--- src/rtl/mult_ctrl_pkg.sv ---
// Shared types and constants for the Booth multiply sequencer.
// The exception helper compares the product sign against the sign of the operands.
package mult_ctrl_pkg;

  localparam int WIDTH = 32;
  localparam int CT_W  = 5;
  localparam logic [CT_W-1:0] CT_LAST = 5'd31;

  typedef enum logic [2:0] {
    S_IDLE = 3'd0,
    S_LOAD = 3'd1,
    S_RUN  = 3'd2,
    S_DONE = 3'd3,
    S_HOLD = 3'd4
  } state_t;

  // A product of two non-zero operands must carry the XOR of their signs.
  // A zero operand masks the check.
  function automatic logic sign_err(input logic [WIDTH-1:0] a,
                                    input logic [WIDTH-1:0] b,
                                    input logic [WIDTH-1:0] res);
    return (a != '0) && (b != '0) && (res[WIDTH-1] != (a[WIDTH-1] ^ b[WIDTH-1]));
  endfunction

endpackage

--- src/rtl/mult_ctrl_if.sv ---
// Pipeline-side request/result and shiftadder-side control signals of the multiply sequencer.
// The slave modport is the sequencer's view; master is the surrounding pipeline and shiftadder.
interface mult_ctrl_if;
  import mult_ctrl_pkg::*;

  logic             ctrl_MULT;
  logic [WIDTH-1:0] data_operandA;
  logic [WIDTH-1:0] data_operandB;
  logic [WIDTH-1:0] data_result;
  logic             data_exception;
  logic             data_resultRDY;
  logic             busy;

  logic [WIDTH-1:0] sa_A;
  logic [WIDTH-1:0] sa_B;
  logic [CT_W-1:0]  sa_ct;
  logic             sa_rst;
  logic [WIDTH-1:0] sa_result;
  logic             sa_ovf;

  modport slave (
    input  ctrl_MULT, data_operandA, data_operandB, sa_result, sa_ovf,
    output data_result, data_exception, data_resultRDY, busy,
           sa_A, sa_B, sa_ct, sa_rst
  );

  modport master (
    output ctrl_MULT, data_operandA, data_operandB, sa_result, sa_ovf,
    input  data_result, data_exception, data_resultRDY, busy,
           sa_A, sa_B, sa_ct, sa_rst
  );

endinterface

--- src/rtl/mult_ctrl_counter5.sv ---
// Booth step counter: up-counter with synchronous clear and enable.
// It wraps naturally from 31 back to 0.
module mult_ctrl_counter5
  import mult_ctrl_pkg::*;
(
  input  logic            clk,
  input  logic            nrst,
  input  logic            clr,
  input  logic            en,
  output logic [CT_W-1:0] ct
);

  localparam logic [CT_W-1:0] CT_ONE = 1;

  always_ff @(posedge clk or negedge nrst) begin
    if (!nrst) begin
      ct <= '0;
    end else if (clr) begin
      ct <= '0;
    end else if (en) begin
      ct <= ct + CT_ONE;
    end
  end

endmodule

--- src/rtl/mult_ctrl.sv ---
// Sequencer for the radix-2 Booth shiftadder: latches the operands, clears the accumulator,
// steps ct through 0..31, then presents the product with a one-cycle ready pulse.
//   state  | meaning
//   IDLE   | no operation yet, accumulator held in clear
//   LOAD   | one cycle: clear accumulator, step counter and sticky overflow
//   RUN    | one Booth step per edge, ct = 0..31
//   DONE   | one cycle: result final, ready pulse
//   HOLD   | Booth pair forced to 00 so the result stays put
module mult_ctrl
  import mult_ctrl_pkg::*;
(
  input  logic      clk,
  input  logic      nrst,
  mult_ctrl_if.slave bus
);

  state_t           state, state_nx;
  logic [WIDTH-1:0] op_a, op_b;
  logic             sticky;
  logic [CT_W-1:0]  ct;
  logic             ct_clr, ct_en;

  mult_ctrl_counter5 u_ct (
    .clk  (clk),
    .nrst (nrst),
    .clr  (ct_clr),
    .en   (ct_en),
    .ct   (ct)
  );

  always_ff @(posedge clk or negedge nrst) begin
    if (!nrst) begin
      state  <= S_IDLE;
      op_a   <= '0;
      op_b   <= '0;
      sticky <= 1'b0;
    end else begin
      state <= state_nx;
      if (bus.ctrl_MULT) begin
        op_a <= bus.data_operandA;
        op_b <= bus.data_operandB;
      end
      if (state == S_LOAD) begin
        sticky <= 1'b0;
      end else if (state == S_RUN) begin
        sticky <= sticky | bus.sa_ovf;
      end
    end
  end

  // A new request restarts from any state, including the edge that would enter DONE.
  always_comb begin
    state_nx = state;
    ct_clr   = 1'b0;
    ct_en    = 1'b0;
    case (state)
      S_IDLE: state_nx = S_IDLE;
      S_LOAD: begin
        ct_clr   = 1'b1;
        state_nx = S_RUN;
      end
      S_RUN: begin
        ct_en = 1'b1;
        if (ct == CT_LAST) state_nx = S_DONE;
      end
      S_DONE:  state_nx = S_HOLD;
      S_HOLD:  state_nx = S_HOLD;
      default: state_nx = S_IDLE;
    endcase
    if (bus.ctrl_MULT) state_nx = S_LOAD;
  end

  assign bus.sa_A           = op_a;
  assign bus.sa_B           = (state == S_RUN) ? op_b : '0;
  assign bus.sa_ct          = (state == S_RUN) ? ct : '0;
  assign bus.sa_rst         = (state == S_IDLE) || (state == S_LOAD);
  assign bus.busy           = (state == S_LOAD) || (state == S_RUN);
  assign bus.data_result    = bus.sa_result;
  assign bus.data_resultRDY = (state == S_DONE);

  // The accumulator holds the final sum from DONE onward and sticky only moves in RUN,
  // so evaluating the flag combinationally gives a stable value through HOLD.
  assign bus.data_exception = ((state == S_DONE) || (state == S_HOLD)) &&
                              (sticky || sign_err(op_a, op_b, bus.sa_result));

endmodule

--- src/flat_wrapper.sv ---
// flat-port wrapper written by rule: the top's interface ports become plain ports
module mult_ctrl_flat import mult_ctrl_pkg::*;
  (clk, nrst, bus_ctrl_MULT, bus_data_operandA, bus_data_operandB, bus_sa_result, bus_sa_ovf, bus_data_result, bus_data_exception, bus_data_resultRDY, bus_busy, bus_sa_A, bus_sa_B, bus_sa_ct, bus_sa_rst);
  mult_ctrl_if bus_i ();
  input  logic clk;
  input  logic nrst;
  input wire logic [$bits(bus_i.ctrl_MULT)-1:0] bus_ctrl_MULT;
  input wire logic [$bits(bus_i.data_operandA)-1:0] bus_data_operandA;
  input wire logic [$bits(bus_i.data_operandB)-1:0] bus_data_operandB;
  input wire logic [$bits(bus_i.sa_result)-1:0] bus_sa_result;
  input wire logic [$bits(bus_i.sa_ovf)-1:0] bus_sa_ovf;
  output wire logic [$bits(bus_i.data_result)-1:0] bus_data_result;
  output wire logic [$bits(bus_i.data_exception)-1:0] bus_data_exception;
  output wire logic [$bits(bus_i.data_resultRDY)-1:0] bus_data_resultRDY;
  output wire logic [$bits(bus_i.busy)-1:0] bus_busy;
  output wire logic [$bits(bus_i.sa_A)-1:0] bus_sa_A;
  output wire logic [$bits(bus_i.sa_B)-1:0] bus_sa_B;
  output wire logic [$bits(bus_i.sa_ct)-1:0] bus_sa_ct;
  output wire logic [$bits(bus_i.sa_rst)-1:0] bus_sa_rst;
  assign bus_i.ctrl_MULT = bus_ctrl_MULT;
  assign bus_i.data_operandA = bus_data_operandA;
  assign bus_i.data_operandB = bus_data_operandB;
  assign bus_i.sa_result = bus_sa_result;
  assign bus_i.sa_ovf = bus_sa_ovf;
  assign bus_data_result = bus_i.data_result;
  assign bus_data_exception = bus_i.data_exception;
  assign bus_data_resultRDY = bus_i.data_resultRDY;
  assign bus_busy = bus_i.busy;
  assign bus_sa_A = bus_i.sa_A;
  assign bus_sa_B = bus_i.sa_B;
  assign bus_sa_ct = bus_i.sa_ct;
  assign bus_sa_rst = bus_i.sa_rst;
  mult_ctrl u_core (.clk(clk), .nrst(nrst), .bus(bus_i));
endmodule
--- config.mk ---
export PLATFORM = sky130hd
export DESIGN_NAME = mult_ctrl_flat
export DESIGN_NICKNAME = d
export VERILOG_FILES = /design/src/rtl/mult_ctrl_pkg.sv /design/src/rtl/mult_ctrl_if.sv /design/src/rtl/mult_ctrl_counter5.sv /design/src/rtl/mult_ctrl.sv /design/src/flat_wrapper.sv
export SDC_FILE = /design/constraint.sdc
export NUM_CORES = 1
export LEC_CHECK = 0
export ABC_AREA = 1
export CORE_UTILIZATION = 35
export CTS_CLUSTER_SIZE = 10
export DETAILED_ROUTE_END_ITERATION = 10
export HOLD_SLACK_MARGIN = 0.12
export PLACE_DENSITY = 0.85
export SLEW_MARGIN = 20
export SYNTH_ARGS = -nofsm -noshare
export SYNTH_HDL_FRONTEND = slang
export SYNTH_SLANG_ARGS = --single-unit
export TNS_END_PERCENT = 100
--- constraint.sdc ---
create_clock -name clk -period 1.4 [get_ports clk]
set_clock_uncertainty 0.1 [all_clocks]
set_input_delay 0.42 -clock clk [delete_from_list [all_inputs] [get_ports clk]]
set_output_delay 0.42 -clock clk [all_outputs]
set_load 0.005 [all_outputs]
=== Word-level counts from Yosys, hierarchy flattened ===
Index checks and enable logic that the tools add are counted.

* Flip-flop bits (word level): 73
* Bits of input ports: 100
* Output and inout bits: 105
* Logic and storage cells: 39

* $add $sub $neg: 1
* Eq/ne operators: 7
* Muxes and demuxes: 11
* Bitwise gates (word level): 2
* Reductions and logical operators: 13

{| class="wikitable"
|+ Operator list
! kind !! number
|-
| nonzero test 32 bit || 2
|-
| two-way mux 32 bit || 1
|-
| two-way mux 5 bit || 3
|-
| case mux 3 bit (3 select lines) || 1
|-
| equality test 3 x 2 -> 1 bit, second input constant || 2
|-
| two-way mux 3 bit || 2
|-
| adder 5 x 1 -> 5 bit, second input constant || 1
|-
| equality test 5 bit, second input constant || 1
|-
| logical OR 1 bit || 4
|-
| two-way mux 1 bit || 4
|-
| nonzero test 2 bit || 2
|-
| equality test 3 x 1 -> 1 bit, second input constant || 1
|-
| equality test 3 bit, second input constant || 1
|-
| logical AND 1 bit || 3
|-
| zero test 3 bit || 1
|-
| inequality test 3 x 2 -> 1 bit, second input constant || 1
|-
| OR reduction 2 bit || 1
|-
| inequality test 1 bit || 1
|-
| bitwise OR 1 bit || 1
|-
| bitwise XOR 1 bit || 1
|}

=== Depth between registers and ports, before layout ===
Gate-level depths: netlist of run 1.

* Word-level depth: 5
* Depth in mapped cells: 8
* Gate-level depth less buffers: 8

=== By module ===
From an unflattened synthesis of run 1, not the netlist that was laid out.

* Cell total of the unflattened synthesis: 416
* Area, all modules: 3,639.7 µm²

{| class="wikitable"
|+ Modules (own cells, without submodules)
! module !! instances !! cells each !! area an instance (µm²) !! sequential area each (µm²)
|-
| mult_ctrl || 1 || 384 || 3,373.2 || 1,701.6
|-
| mult_ctrl_counter5 || 1 || 32 || 266.5 || 125.1
|}

=== Worst setup path after synthesis of run 1 ===
No wires, ideal clock.

* Path kind: register to output
* Start: register u_core.state[2]
* End: output port bus_sa_B[10]
* Arrival time: 0.989 ns
* Data required time: 0.880 ns
* Setup slack: -0.109 ns
* Stages on the path, launching flop included: 6
* Path buffers: 2
* Cell sequence: dfrtp_1 nor2_2 nand2_2 buf_6 buf_12 nor2_4

* Cells in the longest elaborated chain, start to end: 2

{| class="wikitable"
|+ Ends and longest elaborated chain
! element !! RTL line !! RTL
|-
| from (decl) || mult_ctrl.sv:17 || <nowiki>state_t state, state_nx;</nowiki>
|-
| from (signal assigned) || mult_ctrl.sv:38 || <nowiki>state <= state_nx;</nowiki>
|-
| equality test 3 x 2 -> 1 bit || mult_ctrl.sv:74 || <nowiki>assign bus.sa_B = (state == S_RUN) ? op_b : '0;</nowiki>
|-
| two-way mux 32 bit || mult_ctrl.sv:74 ||
|-
| to (decl) || flat_wrapper.sv:17 || <nowiki>output wire logic [$bits(bus_i.sa_B)-1:0] bus_sa_B;</nowiki>
|}

No other way between the ends.

=== Final worst setup path of run 1 ===
* Start: register u_core.state[2]
* End: output port bus_sa_ct[1]

* Cells in the longest elaborated chain, start to end: 2

{| class="wikitable"
|+ Ends and longest elaborated chain
! element !! RTL line !! RTL
|-
| equality test 3 x 2 -> 1 bit || mult_ctrl.sv:75 || <nowiki>assign bus.sa_ct = (state == S_RUN) ? ct : '0;</nowiki>
|-
| two-way mux 5 bit || mult_ctrl.sv:75 ||
|-
| to (decl) || flat_wrapper.sv:18 || <nowiki>output wire logic [$bits(bus_i.sa_ct)-1:0] bus_sa_ct;</nowiki>
|}

No other way between the ends.

==> results.py, run 1 <==
metrics = {
    "outcome": {
        "status": "finished, violations left",
        "violations": "setup timing",
    },
    "die": {
        "core_area_sq_mm": 0.01028,
        "die_area_sq_mm": 0.01101,
        "die_h_um": 104.9,
        "fp-row-count": 37,
        "io_pins": 205,
        "die_w_um": 104.9,
        "start_util_pct": 36.07,
    },
    "clock_tree": {
        "clock_latency_ns": 0.34,
        "clockBufferDepth": 2,
        "htree_num_levels": 3,
        "cts-root-buf": "clkbuf_8",
        "clk_pin_slew_ns": 0.08,
        "cts_tree": "done",
        "cts_sinks": 73,
        "cts_buffers": 9,
    },
    "sta": {
        "fmax_ghz": 0.4772,
        "hold_viol": 0,
        "fin_crit_sh_pct": 149.7,
        "finalSetupTns_ns": -27.82,
        "setup_viol": 75,
        "fin_crit_ns": 2.096,
        "worst_pin_slew_ns": 0.3948,
        "slew_violations": 0,
        "setup_ws_ns": -0.6957,
        "rsz0062_at_grt": "yes",
        "relSlewSlack_pct": 73.68,
    },
    "yosys": {
        "seq_area_frac_synth_pct": 49.27,
        "synth_area_leader_cell": "dfrtp_1",
        "syn-num-nets": 558,
        "yosys_warnings": 0,
        "syn_area_sq_mm": 0.003707,
        "syn_avg_cell_area_sq_um": 8.130,
        "synth.distinct_cells": 22,
        "yosys_register_bits": 73,
        "syn_inst": 456,
        "synth_area_leaders": "dfrtp_1 (49%), nand2_1 (15%), buf_4 (6.5%), nor2_4 (6.4%), o21ai_0 (6.1%)",
        "synth_top_area_share_pct": 49.27,
    },
    "layout": {
        "final_cells": 800,
        "fin_nets": 761,
        "drive_gt1_share_pct": 40.66,
        "n_antenna_cell": 0,
        "design_area_sq_mm": 0.006356,
        "syn_to_final_growth_pct": 71.45,
        "fillers": 882,
    },
    "placement": {
        "dpl.hpwl_mm": 7.619,
        "routabilityCongestion": 0.8064,
        "io_buffers": 142,
        "placed_cells": 760,
        "place_area_sq_mm": 0.005589,
        "place_ws_ns": -0.9863,
    },
    "setup_path": {
        "arrival_ns": 1.58,
        "r2r-start": "u_core.state[2]$_DFFE_PN0P_",
        "crit_path_end_kind": "output pin",
        "crit_fanout": 5,
        "cp-start-kind": "flip-flop",
        "worstPathRequired_ns": 0.88,
        "cp_cell_sequence": "nor2_4 -> nand2_4 -> buf_6 -> buf_12 -> buf_8 -> nor2_2 -> buf_2",
        "max_stage_delay_ns": 0.44,
        "rr_endpoint": "u_core.u_ct.ct[3]$_DFFE_PN0P_",
        "r2r_cells": 10,
        "crit_slowest_cell": "dfrtp_1",
        "crit_type": "reg -> out",
        "rrSetupSlack_ns": -0.30,
    },
    "detailed_routing": {
        "detail_route.iter0.violations": 182,
        "vias": 3661,
        "avgRoutedWirePerCell_um": 14.39,
        "routed_via_density": 4.576,
        "ant_nets": 0,
        "drc_errors": 0,
        "wl_mm": 11.51,
        "dr.pass1.iters": 4,
    },
    "global_route": {
        "antenna_found_initial": 0,
        "grt_pass1_vias": 3844,
        "grt_pass1_wl_mm": 18.03,
        "overflow": 0,
        "track_usage_pct": 20.79,
        "grt_max_degree": 74,
    },
    "hold_path": {
        "whs_path_depth": 3,
        "holdPathEnd": "u_core.op_b[8]$_DFFE_PN0P_",
        "hold_path.startpoint": "bus_ctrl_MULT",
        "hold_class": "in -> reg",
    },
    "pwr": {
        "power_density_mw_per_mm2": 942.3,
        "p_leak_nw": 3.147,
        "max-vdd-ir-drop_mv": 0.5699,
    },
    "flow_run": {
        "maxCapViolations": 0,
    },
}
critical path, delay by kind of cell, from the launching register on:
kind / cells / cell delay, ns
and+or+nand+nor: 3 / 0.28
DFF: 1 / 0.44
buffers and inverters: 4 / 0.53
layer usage:
| layer | share of wire (%) | vias to the layer above | GRT usage [%] |
|---|---|---|---|
| met5 | 0 | - | 0 |
| met4 | 3.0 | 0 | 8.753 |
| met3 | 6.3 | 36 | 4.679 |
| met2 | 52 | 145 | 37.51 |
| met1 | 39 | 1732 | 23.49 |
| li1 | - | 1748 | - |
placed cells by master, fill, tap and decap left out, drive strengths merged:
master           n
a21oi            5
o21ai           46
nor3             2
ha               2
nor2            70
dlygate4sd3      1
clkinvlp         1
nand4            4
o22ai            1
clkbuf          13
buf            171
nand2          145
xor2             1
clkdlybuf4s15    3
clkdlybuf4s50   65
nand3            2
inv             55
clkinv           1
bufinv           3
dfrtp           73
layout make-up:
cell class              instances  area, sq um  area share [%]
clock buffers                  11        141.4           2.224
clock inverters                 5        102.6           1.614
inverters                      55        206.4           3.248
multi-input cells             278         1528           24.04
flip-flops and latches         73         1827           28.74
well taps                     136        170.2           2.677
repair buffers                242         2381           37.46
worst max-delay path by stage:
| stage | start | endpoint | slack, ns |
|---|---|---|---|
| 2_1_floorplan | u_core.state[1]$_DFFE_PN0P_ | bus_sa_B[10] | -0.1 |
| 3_5_place_dp | bus_sa_result[31] | bus_data_exception | -0.99 |
| 5_1_grt | u_core.op_b[31]$_DFFE_PN0P_ | bus_data_exception | -0.79 |
| 4_1_cts | u_core.state[2]$_DFFE_PN0P_ | bus_sa_B[4] | -0.69 |
| 6_report | u_core.state[2]$_DFFE_PN0P_ | bus_sa_ct[1] | -0.70 |
| 3_3_place_gp | bus_sa_result[31] | bus_data_exception | -0.96 |
stage by stage:
| step | util (%) | hold WS, ns | power, mW |
|---|---|---|---|
| 6_report | 61.85 | 0.3586 | 5.990 |
| 3_3_place_gp | 54.38 | 0.3633 | 3.665 |
| 5_1_grt | 61.85 | 0.3800 | 6.288 |
| 4_1_cts | 60.47 | 0.3467 | 5.940 |
| 2_1_floorplan | - | 0.02441 | 2.924 |
| 3_5_place_dp | 54.38 | 0.3656 | 3.712 |
flip-flops by register name, indices dropped and copies added, names as in the netlist:
register / flops
u_core.state: 3
u_core.sticky: 1
u_core.bus.sa_A: 32
u_core.op_b: 32
u_core.u_ct.ct: 5
Yosys cell counts (all sizes together):
cell	count
nor2	70
nand3	2
o22ai	1
inv	55
dfrtp	73
nand4	4
buf	44
nand2	145
ha	2
clkbuf	6
nor3	2
xor2	1
o21ai	46
a21oi	5
report_power, final:
part           switching, mW  internal [mW]  leakage, nW
logic                  0.682          0.880         2.13
clock network          0.803           1.23        0.120
registers              0.107           2.29        0.899
cell families after synthesis:
kind of cell,count (synthesis),share of synthesized area [%]
simple gates,223,27.51
buf+inv,105,15.25
compound gates,52,7.054
fa+ha+maj,2,0.6749
xor+xnor,1,0.2363
flops,73,49.27
timing repair:
action                                  CTS  global route
endpoints found under the setup margin   79            81
setup buffers                            24            12
hold buffers                              1             0
resized for setup                       396            59
pin swaps                                 9            13
endpoints found under the hold margin    73             0
cloned                                    3             0
(Power assumes the default switching activity.)
==> inputs of run 2 (changes only) <==
--- a/config.mk
+++ b/config.mk
@@ -6,11 +6,13 @@
 export NUM_CORES = 1
 export LEC_CHECK = 0
 export ABC_AREA = 1
+export CAP_MARGIN = 20
 export CORE_UTILIZATION = 35
 export CTS_CLUSTER_SIZE = 10
 export DETAILED_ROUTE_END_ITERATION = 10
 export HOLD_SLACK_MARGIN = 0.12
 export PLACE_DENSITY = 0.85
+export SKIP_CTS_REPAIR_TIMING = 1
 export SLEW_MARGIN = 20
 export SYNTH_ARGS = -nofsm -noshare
 export SYNTH_HDL_FRONTEND = slang
==> run 2 against run 1 <==
Effect of this change: the run still ends with setup timing left; wire length is 4.3% lower; register-to-register slack better by 0.04 ns; fmax down 2.2%; critical endpoint unchanged.
==> results.py, run 2 (same netlist as run 1, synthesis figures left out) <==
metrics = {
    "die": {
        "core_area_sq_mm": 0.01028,
        "fp-row-count": 37,
        "die_w_um": 104.9,
        "start_util_pct": 36.07,
        "die_area_sq_mm": 0.01101,
        "io_pins": 205,
        "die_h_um": 104.9,
    },
    "sta": {
        "fin_crit_ns": 2.144,
        "slew_violations": 0,
        "setup_viol": 74,
        "setup_ws_ns": -0.7437,
        "fmax_ghz": 0.4665,
        "finalSetupTns_ns": -30.20,
        "rsz0062_at_grt": "yes",
        "fin_crit_sh_pct": 153.1,
        "worst_pin_slew_ns": 0.3889,
        "fin_hold_ws_ns": 0.3546,
        "hold_viol": 0,
        "relSlewSlack_pct": 74.07,
    },
    "layout": {
        "mostFrequentLayoutCells": "nand2_1 (141), dfrtp_1 (72), clkdlybuf4s50_1 (65)",
        "n_antenna_cell": 0,
        "layout_commonest_cell": "nand2_1",
        "syn_to_final_growth_pct": 63.55,
        "drive_gt1_share_pct": 35.33,
        "fin_nets": 748,
    },
    "pwr": {
        "power_density_mw_per_mm2": 958.2,
        "power_frac_comb_pct": 24.0,
        "intPower_mw": 4.285,
        "p_sw_mw": 1.525,
        "p_leak_nw": 3.127,
        "seq_power_share_pct": 41.2,
        "clkPwrFrac_pct": 34.8,
        "switching_share_pct": 26.25,
        "max-vdd-ir-drop_mv": 0.5388,
    },
    "global_route": {
        "track_usage_pct": 18.77,
        "overflow": 0,
        "grt_max_degree": 74,
        "grt_pass1_wl_mm": 16.44,
        "antenna_found_initial": 0,
        "grt_pass1_vias": 3587,
    },
    "clock_tree": {
        "htree_num_levels": 3,
        "clockBufferDepth": 2,
        "cts_buffers": 9,
        "cts-root-buf": "clkbuf_8",
        "cts_sinks": 73,
        "clock_latency_ns": 0.34,
        "clk_pin_slew_ns": 0.08,
        "cts_tree": "done",
    },
    "detailed_routing": {
        "detail_route.iter0.violations": 176,
        "vias": 3581,
        "ant_nets": 0,
        "wl_mm": 11.02,
        "avgRoutedWirePerCell_um": 14.00,
        "drc_errors": 0,
        "routed_via_density": 4.550,
        "dr.pass1.iters": 4,
    },
    "flow_run": {
        "maxCapViolations": 0,
    },
    "placement": {
        "io_buffers": 142,
        "dpl.hpwl_mm": 7.619,
        "routabilityCongestion": 0.8064,
    },
    "setup_path": {
        "crit_path_end_kind": "output pin",
        "arrival_ns": 1.62,
        "worstPathRequired_ns": 0.88,
        "crit_type": "reg -> out",
        "crit_fanout": 5,
        "cp-start-kind": "flip-flop",
    },
    "outcome": {
        "status": "finished, violations left",
        "violations": "setup timing",
    },
    "hold_path": {
        "hold_class": "in -> reg",
    },
}
run 2: cell count changes in the layout (fill, tap and decap cells not counted), sizes merged:
| cell | previous run | this run |
|---|---|---|
| buf | 171 | 111 |
| clkbuf | 13 | 54 |
| clkdlybuf4s15 | 3 | 0 |
| dlymetal6s2s | 0 | 9 |
run 2: path summary, 6_finish.rpt:
kind / cells after the start / to / slack (ns) / start
max: 7 / bus_sa_ct[1] / -0.74 / u_core.state[2]$_DFFE_PN0P_
min: 3 / u_core.op_b[8]$_DFFE_PN0P_ / 0.35 / bus_ctrl_MULT
max reg2reg: 9 / u_core.u_ct.ct[3]$_DFFE_PN0P_ / -0.26 / u_core.state[2]$_DFFE_PN0P_
min reg2reg: 2 / u_core.sticky$_DFFE_PN0P_ / 0.45 / u_core.sticky$_DFFE_PN0P_
max in group asynchronous: 3 / u_core.state[2]$_DFFE_PN0P_ / 0.35 / nrst
min in group asynchronous: 3 / u_core.op_b[24]$_DFFE_PN0P_ / 0.53 / nrst
run 2: stage by stage:
| step | util (%) | worst slack (ns) | total power, mW | instance area, sq um | std cells |
|---|---|---|---|---|---|
| global placement | 54.38 | -0.9583 | 3.665 | 5589 | 760 |
| global route | 59.00 | -0.8358 | 6.131 | 6063 | 787 |
| floorplan | - | -0.09810 | 2.924 | 3716 | 456 |
| CTS | 56.76 | -1.173 | 5.751 | 5833 | 776 |
| detailed placement | 54.38 | -0.9863 | 3.712 | 5589 | 760 |
| finish | 59.00 | -0.7437 | 5.810 | 6063 | 787 |
run 2: layout make-up:
cell class	instances	area [sq um]
tap	136	170.2
inverter	55	206.4
fill	933	4214
timing repair buffer	229	2153
multi-input combinational	278	1461
clock inverter	5	102.6
clock buffer	11	141.4
sequential	73	1828
run 2: critical path, cell delays in order, from the launching register on:
cell	delay [ns]
dfrtp_2	0.48
nor2_4	0.15
nand2_4	0.08
buf_12	0.13
buf_12	0.13
buf_8	0.12
nor2_2	0.08
buf_2	0.12
run 2: layer usage:
layer / global-route usage [%] / wire length (um) / vias up
li1: - / - / 1722
met1: 21.92 / 4262 / 1674
met2: 33.02 / 5700 / 153
met5: 0 / 0 / -
met3: 4.492 / 730 / 32
met4: 7.545 / 328 / 0
run 2: power groups by stage:
stage / logic, mW / registers [mW] / clock network, mW
2_1_floorplan: 0.501 / 2.42 / 0
3_3_place_gp: 1.26 / 2.40 / 0
3_5_place_dp: 1.30 / 2.41 / 0
4_1_cts: 1.31 / 2.37 / 2.07
5_1_grt: 1.53 / 2.41 / 2.20
6_report: 1.39 / 2.39 / 2.02
